## src/rtl/nexys4_7seg_scan_if.sv

```systemverilog
// Purpose : display-data load port and scanned 7-seg drive bundle for nexys4_7seg_scan.
// Latency : n/a (signal bundle only).
// Backpr. : none; load is a fire-and-forget strobe, last load before a frame boundary wins.
// Signals : load/value/dots/digit_en (master -> scanner), upd_pending/frame_tick/hex/dot/an (scanner -> master).
interface nexys4_7seg_scan_if;
  logic        load;
  logic [31:0] value;
  logic [7:0]  dots;
  logic [7:0]  digit_en;
  logic        upd_pending;
  logic        frame_tick;
  logic [3:0]  hex;
  logic        dot;
  logic [7:0]  an;

  // Master supplies display data and observes the scanner.
  modport master (
    output load, value, dots, digit_en,
    input  upd_pending, frame_tick, hex, dot, an
  );

  // The scanner itself.
  modport slave (
    input  load, value, dots, digit_en,
    output upd_pending, frame_tick, hex, dot, an
  );
endinterface

```

## src/rtl/nexys4_7seg_scan.sv

```systemverilog
// Purpose : time-multiplexed scanner for eight common-anode 7-seg digits, with a double
//           buffer (pending/shadow) swapped only at frame boundaries and a blanking gap per digit.
// Latency : registered outputs, change on the edge that enters a state/digit; loads land at the next frame boundary.
// Backpr. : none; loads are never refused, a newer load overwrites pending data.
// Ports   : clk, rst_n (async active-low); bus (slave modport): load/value/dots/digit_en in,
//           upd_pending/frame_tick/hex/dot/an out.
// Option  : define LEADING_ZERO_BLANK_EN to darken leading all-zero, dot-less digits (digit 0 always shown).
module nexys4_7seg_scan #(
  parameter int DIGIT_CYCLES = 100000,
  parameter int BLANK_CYCLES = 1000
) (
  input  logic               clk,
  input  logic               rst_n,
  nexys4_7seg_scan_if.slave  bus
);

  localparam int CMAX1 = (DIGIT_CYCLES > BLANK_CYCLES) ? DIGIT_CYCLES : BLANK_CYCLES;
  localparam int CMAX  = (CMAX1 > 2) ? CMAX1 : 2;
  localparam int CW    = $clog2(CMAX);
  localparam logic [CW-1:0] DIG_LAST = CW'(DIGIT_CYCLES - 1);
  localparam logic [CW-1:0] BLK_LAST = CW'((BLANK_CYCLES > 0) ? BLANK_CYCLES - 1 : 0);

  typedef enum logic {ST_BLANK, ST_SHOW} state_e;

  typedef struct packed {
    logic [31:0] value;
    logic [7:0]  dots;
    logic [7:0]  en;
  } disp_t;

  state_e        state_q, state_d;
  logic [2:0]    idx_q, idx_d;
  logic [CW-1:0] cnt_q, cnt_d;
  disp_t         pend_q, pend_d;
  disp_t         shadow_q, shadow_d;
  logic          upd_q, upd_d;
  logic          tick_q, tick_d;
  logic [3:0]    hex_q, hex_d;
  logic          dot_q, dot_d;
  logic [7:0]    an_q, an_d;
  logic          boundary;
  logic [7:0]    supp;

  // State register plus all output/buffer registers.
  always_ff @(posedge clk or negedge rst_n) begin
    if (!rst_n) begin
      state_q  <= ST_BLANK;
      idx_q    <= 3'd0;
      cnt_q    <= '0;
      pend_q   <= '0;
      shadow_q <= '0;
      upd_q    <= 1'b0;
      tick_q   <= 1'b0;
      hex_q    <= 4'h0;
      dot_q    <= 1'b1;
      an_q     <= 8'hFF;
    end else begin
      state_q  <= state_d;
      idx_q    <= idx_d;
      cnt_q    <= cnt_d;
      pend_q   <= pend_d;
      shadow_q <= shadow_d;
      upd_q    <= upd_d;
      tick_q   <= tick_d;
      hex_q    <= hex_d;
      dot_q    <= dot_d;
      an_q     <= an_d;
    end
  end

  // Next-state: scan sequencing and the pending -> shadow transfer.
  always_comb begin
    state_d  = state_q;
    idx_d    = idx_q;
    cnt_d    = cnt_q + 1'b1;
    boundary = 1'b0;
    case (state_q)
      ST_BLANK: begin
        if (BLANK_CYCLES == 0 || cnt_q == BLK_LAST) begin
          state_d = ST_SHOW;
          cnt_d   = '0;
        end
      end
      default: begin
        if (cnt_q == DIG_LAST) begin
          // Without blanking, SHOW chains straight into the next digit.
          state_d  = (BLANK_CYCLES == 0) ? ST_SHOW : ST_BLANK;
          idx_d    = idx_q + 3'd1;
          cnt_d    = '0;
          boundary = (idx_q == 3'd7);
        end
      end
    endcase

    // Transfer consumes the old pending data; a coincident load refills pending.
    tick_d   = boundary && upd_q;
    shadow_d = tick_d ? pend_q : shadow_q;
    pend_d   = pend_q;
    upd_d    = upd_q;
    if (bus.load) begin
      pend_d = '{value: bus.value, dots: bus.dots, en: bus.digit_en};
      upd_d  = 1'b1;
    end else if (tick_d) begin
      upd_d  = 1'b0;
    end
  end

`ifdef LEADING_ZERO_BLANK_EN
  // Digit i is suppressed when digits 7..i are all zero nibbles without dots.
  always_comb begin
    logic zero_run;
    zero_run = 1'b1;
    supp     = '0;
    for (int i = 7; i >= 0; i--) begin
      zero_run = zero_run && (shadow_d.value[i*4 +: 4] == 4'h0) && !shadow_d.dots[i];
      supp[i]  = zero_run && (i != 0);
    end
  end
`else
  assign supp = '0;
`endif

  // Output decode from the state being entered, so outputs are valid on entry.
  always_comb begin
    hex_d = shadow_d.value[{idx_d, 2'b00} +: 4];
    dot_d = ~shadow_d.dots[idx_d];
    an_d  = 8'hFF;
    if (state_d == ST_SHOW && shadow_d.en[idx_d] && !supp[idx_d])
      an_d = ~(8'd1 << idx_d);
  end

  assign bus.upd_pending = upd_q;
  assign bus.frame_tick  = tick_q;
  assign bus.hex         = hex_q;
  assign bus.dot         = dot_q;
  assign bus.an          = an_q;

endmodule

```

## src/flat_wrapper.sv

```systemverilog
// flat-port wrapper written by rule: the top's interface ports become plain ports
module nexys4_7seg_scan_flat 
#(
  parameter int DIGIT_CYCLES = 100000,
  parameter int BLANK_CYCLES = 1000
)
  (clk, rst_n, bus_load, bus_value, bus_dots, bus_digit_en, bus_upd_pending, bus_frame_tick, bus_hex, bus_dot, bus_an);
  nexys4_7seg_scan_if bus_i ();
  input  logic clk;
  input  logic rst_n;
  input wire logic [$bits(bus_i.load)-1:0] bus_load;
  input wire logic [$bits(bus_i.value)-1:0] bus_value;
  input wire logic [$bits(bus_i.dots)-1:0] bus_dots;
  input wire logic [$bits(bus_i.digit_en)-1:0] bus_digit_en;
  output wire logic [$bits(bus_i.upd_pending)-1:0] bus_upd_pending;
  output wire logic [$bits(bus_i.frame_tick)-1:0] bus_frame_tick;
  output wire logic [$bits(bus_i.hex)-1:0] bus_hex;
  output wire logic [$bits(bus_i.dot)-1:0] bus_dot;
  output wire logic [$bits(bus_i.an)-1:0] bus_an;
  assign bus_i.load = bus_load;
  assign bus_i.value = bus_value;
  assign bus_i.dots = bus_dots;
  assign bus_i.digit_en = bus_digit_en;
  assign bus_upd_pending = bus_i.upd_pending;
  assign bus_frame_tick = bus_i.frame_tick;
  assign bus_hex = bus_i.hex;
  assign bus_dot = bus_i.dot;
  assign bus_an = bus_i.an;
  nexys4_7seg_scan #(.DIGIT_CYCLES(DIGIT_CYCLES), .BLANK_CYCLES(BLANK_CYCLES)) u_core (.clk(clk), .rst_n(rst_n), .bus(bus_i));
endmodule
```

## config.mk

```make
export PLATFORM = sky130hd
export DESIGN_NAME = nexys4_7seg_scan_flat
export DESIGN_NICKNAME = d
export VERILOG_FILES = /design/src/rtl/nexys4_7seg_scan_if.sv /design/src/rtl/nexys4_7seg_scan.sv /design/src/flat_wrapper.sv
export SDC_FILE = /design/constraint.sdc
export NUM_CORES = 1
export LEC_CHECK = 0
export ABC_CLOCK_PERIOD_IN_PS = 3160
export CAP_MARGIN = 20
export CORE_AREA = 2 2 133 83
export CTS_CLUSTER_DIAMETER = 100
export DETAILED_ROUTE_END_ITERATION = 12
export DIE_AREA = 0 0 135 85
export GPL_ROUTABILITY_DRIVEN = 0
export HOLD_SLACK_MARGIN = 0.06
export PLACE_DENSITY = 0.86
export SETUP_SLACK_MARGIN = 0.15
export SYNTH_ARGS = -nofsm -noshare
export SYNTH_HDL_FRONTEND = slang
export SYNTH_SLANG_ARGS = --single-unit
```

## constraint.sdc

```tcl
create_clock -name clk -period 3.16 [get_ports clk]
set_input_delay 0.316 -clock clk [delete_from_list [all_inputs] [get_ports clk]]
set_output_delay 0.316 -clock clk [all_outputs]
set_load 0.01 [all_outputs]
```

* Yosys cells after proc, flatten, opt, wreduce, memory -nomap -nowiden *
Memory sizes are Yosys's and may differ from the RTL's.
Cells that the tools add are included.
W data, S select, Z words.

cells by class
  shift-type cells = 2
  order comparisons = 1
  equality and inequality tests = 3
  add/subtract/negate cells = 2
  muxes and demuxes = 19
  bitwise operators = 2
  reduce and logical (&&, ||, !) cells = 5

operators by type and width
  kind                     count
  $mux W17                 3
  $mux W48                 1
  $shiftx A32 B6 Y4        1
  $add A17 B1 Y17 const B  1
  $eq A17 B10 Y1 const B   1
  $eq A17 B17 Y1 const B   1
  $mux W1                  10
  $mux W8                  1
  $not A8 Y8               1
  $shl A1 B3 Y8 const A    1
  $bmux W1 S3              2
  $mux W3                  2
  $lt A3 B4 Y1 const B     1
  $add A3 B1 Y3 const B    1
  $eq A3 B3 Y1 const B     1
  $logic_and A1 B1 Y1      3
  $reduce_bool A2 Y1       1
  $logic_not A1 Y1         1
  $not A1 Y1               1

word-level totals
  memory bits (read-only) = 8
  logic and storage cells = 49
  bits in registers = 132
  input port bits = 51
  memories = 1

memories
  name             words  bits a word  read ports  clocked after memory_dff  write ports  line                     text
  (no name shown)  8      1            1           0                         0            nexys4_7seg_scan.sv:128  if (state_d == ST_SHOW && shadow_d.en[idx_d] && !supp[idx_d])

* Depth between registers and ports, before layout *
  depth after elaboration = 10
  gate-level depth with buffers = 12
  mapped depth without buffers = 9

* Worst setup path before layout *
OpenSTA, ideal clock, no wires.

  kind = reg2reg
  start = register u_core.cnt_q[0]
  end = register u_core.an_q[0], in the netlist u_core.bus.an[0]
  path buffers = 1
  stages on the path, launching flop included = 11
  setup slack = 0.779 ns
  arrival time = 2.287 ns
  clock period less this slack = 2.381 ns
  path through = dfrtp_1 -> ha_1 -> and4_1 -> buf_2 -> nand4_1 -> nor2_2 -> mux2i_1 -> inv_2 -> a311oi_1 -> o2111ai_1 -> nand2b_1

RTL lines
  item                                                            line                     text
  start, declared                                                 nexys4_7seg_scan.sv:33   logic [CW-1:0] cnt_q, cnt_d;
  start signal, assigned                                          nexys4_7seg_scan.sv:60   cnt_q <= cnt_d;
  $eq A17 B17 Y1 *                                                nexys4_7seg_scan.sv:85   if (cnt_q == DIG_LAST) begin
  $mux W3 *                                                       nexys4_7seg_scan.sv:85
  $mux W3 *                                                       nexys4_7seg_scan.sv:77   case (state_q)
  via u_core.idx_d[2]                                             nexys4_7seg_scan.sv:32   logic [2:0] idx_q, idx_d;
  $mem_v2 Z8 W1 / $bmux W1 S3 (equally long branches)             -
  $mux W1 (implied by the code)                                   nexys4_7seg_scan.sv:128
  $logic_not A1 Y1 / $logic_and A1 B1 Y1 (equally long branches)  nexys4_7seg_scan.sv:128
  $logic_and A1 B1 Y1                                             nexys4_7seg_scan.sv:128
  $mux W8 *                                                       nexys4_7seg_scan.sv:128
  via u_core.an_d[0]                                              nexys4_7seg_scan.sv:40   logic [7:0] an_q, an_d;
  end signal, assigned                                            nexys4_7seg_scan.sv:67   an_q <= an_d;
  end, declared                                                   nexys4_7seg_scan.sv:40

Mark *: on every way through the listed nets, which the timed path passes. The rest lies on a longest branch. The select of a mux whose other input is x is not followed.
A chain may end at the register's enable or synchronous reset.

* Worst setup path in the final report *
  start = register u_core.cnt_q[0]
  end = register u_core.an_q[6], in the netlist u_core.bus.an[6]

between the ends
  cells in the longest elaborated chain, start to end = 10

ends and longest elaborated chain
  item                               line                     text
  $eq A17 B17 Y1                     nexys4_7seg_scan.sv:85
  $mux W1                            nexys4_7seg_scan.sv:85
  $mux W1                            nexys4_7seg_scan.sv:77
  $logic_and A1 B1 Y1                nexys4_7seg_scan.sv:96   tick_d = boundary && upd_q;
  $mux W48                           nexys4_7seg_scan.sv:97   shadow_d = tick_d ? pend_q : shadow_q;
  $bmux W1 S3                        nexys4_7seg_scan.sv:128
  $mux W1 (implied by the code)      nexys4_7seg_scan.sv:128
  $logic_and A1 B1 Y1 (2 in series)  nexys4_7seg_scan.sv:128
  $mux W8 *                          nexys4_7seg_scan.sv:128
  via u_core.an_d[6]                 nexys4_7seg_scan.sv:40

Marked as above.

==> flow_summary.ini <==
[logic_synthesis]
ys.flop_type = dfrtp_1
synth.net_count = 517
synth.distinct_cells = 50
ys_warn_count = 0
async_flop_share = 1.00
synth_cells = 463
seq_area_frac_synth = 0.599
synth.avg_cell_area_sq_um = 11.9
ys_ff_latch = 132
synth_edf_count = 0
syn-cell-area_sq_um = 5530

[drt]
drt_iter0_markers = 405
drc = 0
wl_microns = 12600
vias = 3870
wl_per_cell_microns = 18.1
via_per_inst = 5.58
firstDrtPassIters = 5
antenna_left = 0

[die]
core_area_sq_um = 10300
die_w_microns = 135
ioPinCount = 66
num_rows = 29
dieHeight_microns = 85
initial_utilization = 0.537
fp.dieArea_sq_um = 11500

[critical_path]
arrival_ns = 3.15
critPathCaptureType = flop
path_buf_inv = 0
worst_path_max_delay_cell = a21oi_1
crit_end = u_core.bus.an[6]
rr_worst_depth = 8
cp_max_fo = 8
crit_top_cell = a21oi_1
crit_chain = ha_1, and4_1, and4_4, a21oi_1, a21oi_1, o211ai_1, a211oi_2, nand2_1
worstPathRequired_ns = 3.47
critPathLaunchType = flop
cp-startpoint = u_core.cnt_q[0]
critPathTopFamily = compound AO/OA/AOI/OAI gates
r2r-end = u_core.bus.an[6]
cpPeakStageDelay_ns = 0.60
r2r_slack_ns = 0.32
critPathKind = reg2reg
path_depth = 8
reg2reg_from = u_core.cnt_q[0]

[cts]
cts-root-buf = clkbuf_16
cts_max_path_buffers = 2
cts_sinks = 132
cts_tree = built
clk_pin_slew_worst_paths_ns = 0.05
ctsHtreeMaxLevel = 4
cts_buffers = 17
clk_latency_ns = 0.41

[layout]
layout_commonest_cell = dfrtp_1
instances_no_fill = 694
nets = 597
nFillCells = 724
n_antenna_cell = 0
final-seq-area_sq_um = 3310
syn_to_final_growth_pct = 27.0
drive_gt1_frac = 0.234
mostFrequentLayoutCells = 123 x dfrtp_1, 97 x nand2_1, 63 x clkdlybuf4s50_1, 62 x mux2_2, 20 x nand3_1
multiInputGateArea_sq_um = 2080

[global_route]
grt_overflow = 0
grt_usage = 0.237
grt_pass1_vias = 4043
grt_antenna_before_repair = 0
grt_pass1_wl_microns = 20700
grt_max_degree = 75

[timing]
finalCriticalPeriod_ns = 2.84
rsz0062_at_grt = no
relSlewSlack = 0.384
min_period_over_period = 0.900
drv_slew = 0
fin_tns_setup_ns = 0
tightest_slew_ns = 0.924
layout_setup_ws_ns = 0.317
fmax_mhz = 352
hold_violations = 0
final-setup-viol-count = 0
fin_skew_ns = 0.00762

[hold_path]
min_path_type = in2async

[run]
drv_cap = 0

[place]
dp_slack_ns = 0.265
io_buffers = 65
dp_cells = 657
hpwl_microns = 8420

[pwr]
total_power_w = 0.00402
power.density_nw_per_um2 = 572
p_leak_nw = 3.28
ir_worst_vdd_uv = 396

[run_status]
outcome = complete, no violations
per-layer routing:
metal / part of all wire / wire length (microns) / up-vias / global-route usage
met5: 0 / 0 / - / 0
met4: 0.015 / 191 / 0 / 0.0767
met3: 0.063 / 795 / 21 / 0.0711
met2: 0.48 / 5970 / 141 / 0.371
met1: 0.45 / 5600 / 1956 / 0.323
li1: - / - / 1752 / -
flip-flops by register name, indices dropped and copies added (netlist names):
| register | cells |
|---|---|
| u_core.state_q | 1 |
| u_core.bus.upd_pending | 1 |
| u_core.bus.hex | 4 |
| u_core.bus.frame_tick | 1 |
| u_core.pend_q | 48 |
| u_core.shadow_q | 48 |
| u_core.bus.dot | 1 |
| u_core.cnt_q | 17 |
| u_core.idx_q | 3 |
| u_core.bus.an | 8 |
cells in the mapped netlist (2+ instances only):
cell / count / area [sq um]
nand2b_1: 6 / 37.5
dfrtp_1: 123 / 3080
a21oi_1: 5 / 25.0
a221oi_2: 2 / 30.0
o221a_2: 2 / 22.5
and4_1: 2 / 17.5
and3_1: 5 / 31.3
o211ai_1: 4 / 30.0
xor2_1: 11 / 96.3
nand4_1: 5 / 31.3
mux2i_1: 12 / 120
nor2_1: 19 / 71.3
buf_4: 4 / 30.0
nand3_1: 20 / 100
buf_2: 5 / 25.0
o221a_1: 2 / 22.5
o21a_1: 2 / 15.0
inv_1: 12 / 45.0
xnor2_1: 5 / 43.8
o21ai_0: 8 / 40.0
dfstp_2: 9 / 236
ha_1: 3 / 37.5
nand2_1: 97 / 364
a21o_1: 3 / 22.5
mux2_2: 62 / 698
clkbuf_1: 6 / 22.5
nor2_2: 2 / 12.5
nand4b_1: 2 / 17.5
buf_1: 4 / 15.0
layout make-up:
cell class                 instances  share of cell area
sequential                       132               0.472
multi-input combinational        298               0.295
timing repair buffer              81               0.114
clock buffer                      21              0.0655
tap                              139              0.0247
clock inverter                    10              0.0221
inverter                          13             0.00694
through the flow:
stage	cell area (sq um)	utilization	hold WS (ns)
finish	7030	0.682	0.0274
global route	7030	0.682	0.126
CTS	6970	0.676	0.0785
global placement	6350	0.616	0.439
detailed placement	6350	0.616	0.448
floorplan	5530	-	0.0204
timing repair:
item	4_1_cts	5_1_grt
hold buffers	0	0
buffers inserted	0	5
resized for setup	0	1
setup endpoints to repair	0	5
cells by family after synthesis:
family,Yosys count,share of synthesized area
buffers and inverters,33,0.0276
flip-flops,132,0.599
XOR/XNOR,16,0.0253
adder cells (fa/ha/maj),3,0.00678
multiplexers,74,0.148
AND/OR/NAND/NOR,165,0.137
AO/OA/AOI/OAI,40,0.0559
power breakdown:
part / internal [W] / switching [W] / total, W
Sequential: 0.00175 / 0.0000437 / 0.00180
Combinational: 0.000113 / 0.0000701 / 0.000184
Clock: 0.00135 / 0.000689 / 0.00204
Total: 0.00322 / 0.000803 / 0.00402
worst min path at each step:
stage | from | endpoint | slack [ns]
after CTS | rst_n | u_core.shadow_q[12] | 0.08
after global placement | u_core.shadow_q[14] | u_core.shadow_q[14] | 0.44
final | rst_n | u_core.pend_q[6] | 0.03
after floorplan | rst_n | u_core.bus.frame_tick | 0.02
after global routing | rst_n | u_core.pend_q[4] | 0.13
after detailed placement | u_core.shadow_q[14] | u_core.shadow_q[14] | 0.45
(Power assumes the default switching activity.)
